<file path="src/rtl/regfile_8x64_rd_pkg.sv">
// cpu_defs: register-file geometry shared by the ID/EX operand logic
package cpu_defs;
  localparam int REG_AW = 3;
  localparam int REG_N = 8;
  localparam int DW = 64;
  typedef logic [REG_AW-1:0] reg_addr_t;
  localparam reg_addr_t REG_ZERO = 3'd0;
endpackage

</file>
<file path="src/rtl/regfile_8x64_rd_mux.sv">
// mux8_to_1_x64: selects one of eight data words by register address
module mux8_to_1_x64
  import cpu_defs::*;
#(
  parameter int W = 64
) (
  input  logic [REG_N-1:0][W-1:0] d,
  input  reg_addr_t               sel,
  output logic [W-1:0]            q
);
  assign q = d[sel];
endmodule

</file>
<file path="src/rtl/regfile_8x64_rd.sv">
// regfile_8x64_rd: 8x64 register file with bypassed, registered read ports and debug readback
module regfile_8x64_rd
  import cpu_defs::*;
#(
  parameter int DW = cpu_defs::DW,
  parameter bit ZERO_R0 = 1'b1
) (
  input  logic          clk,
  input  logic          reset,
  input  logic          WE,
  input  reg_addr_t     WA,
  input  logic [DW-1:0] WD,
  input  logic          RE,
  input  reg_addr_t     RA0,
  input  reg_addr_t     RA1,
  input  logic          STALL,
  input  logic          FLUSH,
  output logic [DW-1:0] Q0,
  output logic [DW-1:0] Q1,
  output logic          QV,
  input  reg_addr_t     DBG_A,
  output logic [DW-1:0] DBG_Q
);
  logic [REG_N-1:0][DW-1:0] regs, byp;
  logic [DW-1:0] rd_a, rd_b;
  logic wr_ok;
  assign wr_ok = WE && !(ZERO_R0 && WA == REG_ZERO);
  // storage: r0 never takes a write when hardwired, so raw storage already reads zero there
  always_ff @(posedge clk or posedge reset)
    if (reset) regs <= '0;
    else if (wr_ok) regs[WA] <= WD;
  // read view of the array with this edge's write forwarded in
  always_comb
    for (int i = 0; i < REG_N; i++)
      byp[i] = (ZERO_R0 && reg_addr_t'(i) == REG_ZERO) ? '0 :
               (WE && WA == reg_addr_t'(i)) ? WD : regs[i];
  mux8_to_1_x64 #(.W(DW)) u_mux_a (.d(byp), .sel(RA0), .q(rd_a));
  mux8_to_1_x64 #(.W(DW)) u_mux_b (.d(byp), .sel(RA1), .q(rd_b));
  mux8_to_1_x64 #(.W(DW)) u_mux_dbg (.d(regs), .sel(DBG_A), .q(DBG_Q));
  // operand capture: flush squashes, stall holds everything, idle drops valid only
  always_ff @(posedge clk or posedge reset)
    if (reset) begin
      Q0 <= '0;
      Q1 <= '0;
      QV <= 1'b0;
    end else if (FLUSH) begin
      Q0 <= '0;
      Q1 <= '0;
      QV <= 1'b0;
    end else if (!STALL) begin
      if (RE) begin
        Q0 <= rd_a;
        Q1 <= rd_b;
      end
      QV <= RE;
    end
endmodule

</file>
<file path="config.mk">
export PLATFORM = sky130hd
export DESIGN_NAME = regfile_8x64_rd
export DESIGN_NICKNAME = d
export VERILOG_FILES = /design/src/rtl/regfile_8x64_rd_pkg.sv /design/src/rtl/regfile_8x64_rd_mux.sv /design/src/rtl/regfile_8x64_rd.sv
export SDC_FILE = /design/constraint.sdc
export NUM_CORES = 2
export LEC_CHECK = 0
export CAP_MARGIN = 20
export CORE_MARGIN = 2
export CORE_UTILIZATION = 34
export CTS_BUF_LIST = sky130_fd_sc_hd__clkbuf_8
export DETAILED_ROUTE_END_ITERATION = 12
export HOLD_SLACK_MARGIN = 0.06
export PLACE_DENSITY = 0.5
export REMOVE_ABC_BUFFERS = 1
export SYNTH_ARGS = -nofsm -noshare
export SYNTH_HDL_FRONTEND = slang
export SYNTH_SLANG_ARGS = --single-unit
</file>
<file path="constraint.sdc">
create_clock -name clk -period 23.6 [get_ports clk]
set_clock_uncertainty 0.1 [all_clocks]
set_input_delay 2.36 -clock clk [delete_from_list [all_inputs] [get_ports clk]]
set_output_delay 2.36 -clock clk [all_outputs]
set_load 0.02 [all_outputs]
</file>
After elaboration in Yosys (flattened, before gate mapping). Cells that the tools add are included.

Word-level logic and storage cells: 61. Bits of input ports: 82. Bits in registers: 641. Output and inout bits: 193.

Reductions and logical operators: 13. Equal/unequal tests: 8. $lt $le $gt $ge: 5. Multiplexer cells: 24.

Operator list (count): $mux 64 (17); $bmux 64 s3 (3); $bwmux 512 (1); $demux 64 s3 (1); $lt 3x4->1 const B (4); $eq 3x3->1 const B (4); $logic_and 1x1->1 (9); $eq 3x2->1 const B (2); $eq 3x1->1 const B (1); $ge 3x1->1 const B (1); $logic_not 3->1 (1); $mux 1 (2); $ne 2x1->1 const B (1); $reduce_and 2->1 (1); $reduce_bool 2->1 (1); $logic_not 1->1 (1).

Logic depth before layout (Yosys ltp).
Depth in word-level cells: 8. Mapped depth: 7. Depth with buffers taken out: 4.

Modules after synthesis. A second synthesis with hierarchy kept.

Cell total of the unflattened synthesis: 2884. Area total of the unflattened synthesis: 41949.0 um^2.

Modules (own cells, without submodules): regfile_8x64_rd (area each 30451.7 um^2, sequential area each 16040.4 um^2, instances 1, cells an instance 2203); mux8_to_1_x64 (area each 3832.4 um^2, sequential area each 0.0 um^2, instances 3, cells an instance 227).

Worst setup path after synthesis. Ideal clock, no wire load.

Path type: input to output. Start: input DBG_A[1]. End: output DBG_Q[12]. Data required time: 21.140 ns. Path buffers: 2. Stages: 4. Slack: 17.408 ns. Data arrival time: 3.732 ns. Path through: buf_2 buf_2 mux4_2 mux2_2.

Longest elaborated chain between the ends: 2.

Ends and longest elaborated chain: from (decl) (RTL line regfile_8x64_rd.sv:21) `input reg_addr_t DBG_A,`; $bmux 64 s3 (RTL line regfile_8x64_rd_mux.sv:11) `assign q = d[sel];`; $mux 64 (not written as such) (RTL line regfile_8x64_rd_mux.sv:11); to (decl) (RTL line regfile_8x64_rd.sv:22) `output logic [DW-1:0] DBG_Q`.

No other way between the ends. The select of a mux whose other input is x is not followed.

Worst setup path in the final report.
Start: input DBG_A[1]. End: output DBG_Q[42].

Same word-level chain as after synthesis.

==> implementation parameters <==
Parameter                              Value

Floorplan
  Cell row count ... around 120
  Overall die area ... 117000 µm²
  Initial core utilization ... 0.342
  Die span in y ... about 340 µm
  Core area ... 114000 µm²
  Die outline width ... 342 µm
  Number of top-level pins ... 275

Synthesis
  Synthesized instance count ... just over 4k
  Top cell type's share of synthesized area ... 0.412
  Count of different cell masters after synthesis ... 64
  Leading area contributor after synthesis ... sky130_fd_sc_hd__dfrtp_1
  Syn. warnings ... 0
  Sequential fraction of the synthesis area ... 0.412
  Most used flip-flop cell after synthesis ... sky130_fd_sc_hd__dfrtp_1
  EDFF count, synth ... 0
  Combined area of all synthesized cells ... around 39000 µm²
  Number of register bits inferred by synthesis ... 641
  Async SR Flop Fraction ... 1.00
  Biggest area contributors in the synthesized netlist ... sky130_fd_sc_hd__dfrtp_1 (41%), sky130_fd_sc_hd__mux4_2 (7.4%), sky130_fd_sc_hd__mux2i_1 (6.6%), sky130_fd_sc_hd__o21ai_0 (4.2%), sky130_fd_sc_hd__nand2_1 (3.7%)
  Syn Area/Cell ... 9.60 µm²

Setup path
  Arrival time at the worst endpoint ... 5.31 ns
  Reg-to-Reg Start ... Q1[20]
  Kind of critical path ... primary input to primary output
  Endpoint type of the worst setup path ... primary output
  End of the worst register-to-register path ... Q1[20]
  Launch point of the critical path ... DBG_A[1]
  Capture point of the worst path ... DBG_Q[42]
  Largest driver fanout on the critical path ... 56
  Reg2reg path depth ... 4
  Reg2Reg Setup Slack ... between 20 and 25 ns
  Startpoint types ... primary input
  Crit path required time ... 21.14 ns

Clock network
  Cell chosen for the clock root ... sky130_fd_sc_hd__clkbuf_8
  Setup repair bufs after CTS ... 0
  Clock H-tree levels ... 4
  CTS Buf Count ... 132
  Maximum buffer depth of the clock tree ... 3
  Clk Latency, worst-skew pair ... between 0.8 and 0.9 ns
  CTS clock-pin slew for the worst setup and hold paths ... ~0.050 ns
  CTS sink cnt ... 641
  Number of hold-repair buffers added at the cts stage ... 0
  Clock tree from TritonCTS ... done
  Resized Gates After CTS ... 0

Detailed routing
  WL/cell ... 28.9 µm
  Total Routed Length ... 163000 µm
  Routed via count ... about 34k
  Detailed-route DRC error count ... 0
  Count of routing violations after the opening detailed-route iteration ... 3596
  Detail Route Antenna Nets ... 0
  Number of vias per cell ... 6.04
  DRT Pass-1 Iters ... 6

Power and ir drop
  Proportion of power drawn by the clock network ... 0.342
  Total power density per cell area ... 79.0 nW/µm²
  Leakage power of the design ... between 15 and 20 nW
  Logic gate share of total power ... 0.246
  Net load switching power ... 1.21 mW
  Internal power summed over all cells ... between 2 and 2.5 mW
  Switching share of power ... 0.344
  Sequential cell fraction of total power ... 0.412
  Overall Power ... 3.52 mW
  Worst ir drop on vdd ... 0.0438 mV

Min path
  Type of the worst min-delay path ... register to register

Placed design
  Placed cells ... roughly 5.4k
  Post-Place Worst Slack ... 15.83 ns
  Cell area after placement ... 42000 µm²
  Post-detail-place hpwl ... 90000 µm
  Buffers on Ports ... between 200 and 300
  Routability-driven placement congestion ratio ... 0.810

Final layout
  Final design utilization ... 0.392
  Number of nets at the end of the flow ... 4118
  Number of standard cells in the final layout excluding fillers ... ~5.6k
  Share of post-route cells with drive strength above 1 ... 0.134
  Syn-to-layout area delta ... 14.6%
  Final cell area excluding filler cells ... 44600 µm²

STA
  Number of hold violations in the final report ... 0
  Final critical-path setup slack ... 15.83 ns
  Setup Viol. Count Final ... 0
  Final critical-path share of the clock period ... 0.329
  Worst-Margin Slew ... 1.15 ns
  Top achievable clock speed ... 129 MHz
  Setup TNS ... 0 ns
  Max_slew headroom ... 0.236
  Setup repair after global routing missed its margin ... no
  Shortest period the worst path allows ... 7.77 ns
  Final Hold Slack ... 0.270 ns
  Count of pins over their slew limit ... 0

Global routing
  Tot GR Track Use ... 0.274
  Largest net degree at the start of global routing ... between 150 and 200
  Total global routing overflow ... 0
  Global-route wire length before repair ... between 200000 and 250000 µm
  Number of antenna violations at the first check in global routing ... 9
  Vias in the first global route ... 33.6k

Flow run
  Reported max-cap violation count ... 0

Outcome
  Run status ... completed
power groups by stage:
| stage | logic, mW | clock network [mW] | registers (mW) |
|---|---|---|---|
| floorplan | 0.526 | 0 | 1.42 |
| global placement | 0.853 | 0 | 1.47 |
| detailed placement | 0.862 | 0 | 1.46 |
| CTS | 0.865 | 1.23 | 1.45 |
| global route | 0.937 | 1.28 | 1.47 |
| finish | 0.866 | 1.21 | 1.45 |
worst min path at each step:
stage / start / to / slack, ns / depth (start not counted)
after floorplan: regs[0] / regs[0] / 0.25 / 0
after global placement: regs[50] / regs[50] / 0.26 / 0
after detailed placement: regs[35] / regs[35] / 0.26 / 0
after CTS: regs[50] / regs[50] / 0.28 / 0
after global routing: regs[3] / regs[3] / 0.28 / 0
final: regs[50] / regs[50] / 0.27 / 0
cell usage after synthesis (3+ instances only):
master                     instances
sky130_fd_sc_hd__nand3_1         257
sky130_fd_sc_hd__a32o_1            4
sky130_fd_sc_hd__buf_1            23
sky130_fd_sc_hd__a311o_1           6
sky130_fd_sc_hd__or3_1            20
sky130_fd_sc_hd__a22oi_1           9
sky130_fd_sc_hd__o22ai_1         212
sky130_fd_sc_hd__mux2_2           98
sky130_fd_sc_hd__nor4_1            5
sky130_fd_sc_hd__mux2i_1         255
sky130_fd_sc_hd__buf_4            31
sky130_fd_sc_hd__o32ai_1           4
sky130_fd_sc_hd__mux2i_2           9
sky130_fd_sc_hd__o31a_1            8
sky130_fd_sc_hd__o221a_2           3
sky130_fd_sc_hd__o2111a_1         10
sky130_fd_sc_hd__buf_2           109
sky130_fd_sc_hd__o31ai_1           4
sky130_fd_sc_hd__nor2_1          243
sky130_fd_sc_hd__buf_6            17
sky130_fd_sc_hd__buf_8             4
sky130_fd_sc_hd__nor3_1           25
sky130_fd_sc_hd__o21a_1           12
sky130_fd_sc_hd__a221oi_1          6
sky130_fd_sc_hd__o22a_1            4
sky130_fd_sc_hd__mux2i_4          23
sky130_fd_sc_hd__a32oi_1           5
sky130_fd_sc_hd__clkbuf_1        310
sky130_fd_sc_hd__nand2b_1        102
sky130_fd_sc_hd__o221a_1           5
sky130_fd_sc_hd__o32a_1          122
sky130_fd_sc_hd__mux4_2          128
sky130_fd_sc_hd__and2_1           14
sky130_fd_sc_hd__nand2_1         387
sky130_fd_sc_hd__a221o_1          90
sky130_fd_sc_hd__a21boi_0          4
sky130_fd_sc_hd__o21ai_0         329
sky130_fd_sc_hd__dfrtp_1         641
sky130_fd_sc_hd__o221ai_1         32
sky130_fd_sc_hd__inv_1           326
sky130_fd_sc_hd__a311oi_1        122
state kept, by name (all words and copies together), names as in the netlist:
signal and flops:
Q0 64, QV 1, regs 512, Q1 64
layout by cell type, fill, tap and decap left out, drive strengths merged, types with 5 or more instances in the layout:
master and count:
nand2b 102, nor4 5, or3 20, a22oi 9
o31a 8, clkinv 6, mux4 128, clkdlybuf4s50 267
a221oi 6, mux2i 287, inv 376, o21a 12
nand2 387, mux2 100, a311o 6, o32a 122
o2111a 10, o21ai 329, a32oi 5, nor3 25
o221ai 32, nor2 246, nand3 257, o221a 8
o22ai 212, a311oi 122, dfrtp 641, and2 14
a221o 90, clkbuf 168, buf 76
per-layer routing:
layer	GRT usage	part of all wire	vias up
met3	0.0504	0.079	340
met4	0.0971	0.031	12
met2	0.423	0.45	1693
met1	0.385	0.44	17352
li1	-	-	14711
met5	0	0.00045	-
critical path, stage by stage:
cell,delay (ns)
sky130_fd_sc_hd__clkbuf_8,0.49
sky130_fd_sc_hd__buf_4,0.71
sky130_fd_sc_hd__mux4_2,0.59
sky130_fd_sc_hd__mux2_2,0.28
sky130_fd_sc_hd__clkdlybuf4s50_1,0.69
area by class of cell:
class,instances,area (µm²)
antenna,2,5.00
clock buffer,165,2270
clock inverter,62,360
fill,11358,69300
inverter,326,1230
multi-input combinational,2589,19500
sequential,641,16000
tap,1512,1890
timing repair buffer,346,3300
kinds of logic after synthesis:
group,after synthesis,share of synthesized area
xor gates and xnor gates,2,0.000450
muxes,515,0.185
and+or+nand+nor,1079,0.126
DFF,641,0.412
buffers and inverters,820,0.0901
AOI/OAI and AO/OA,993,0.185
No activity file was read; power rests on OpenSTA's default activity.
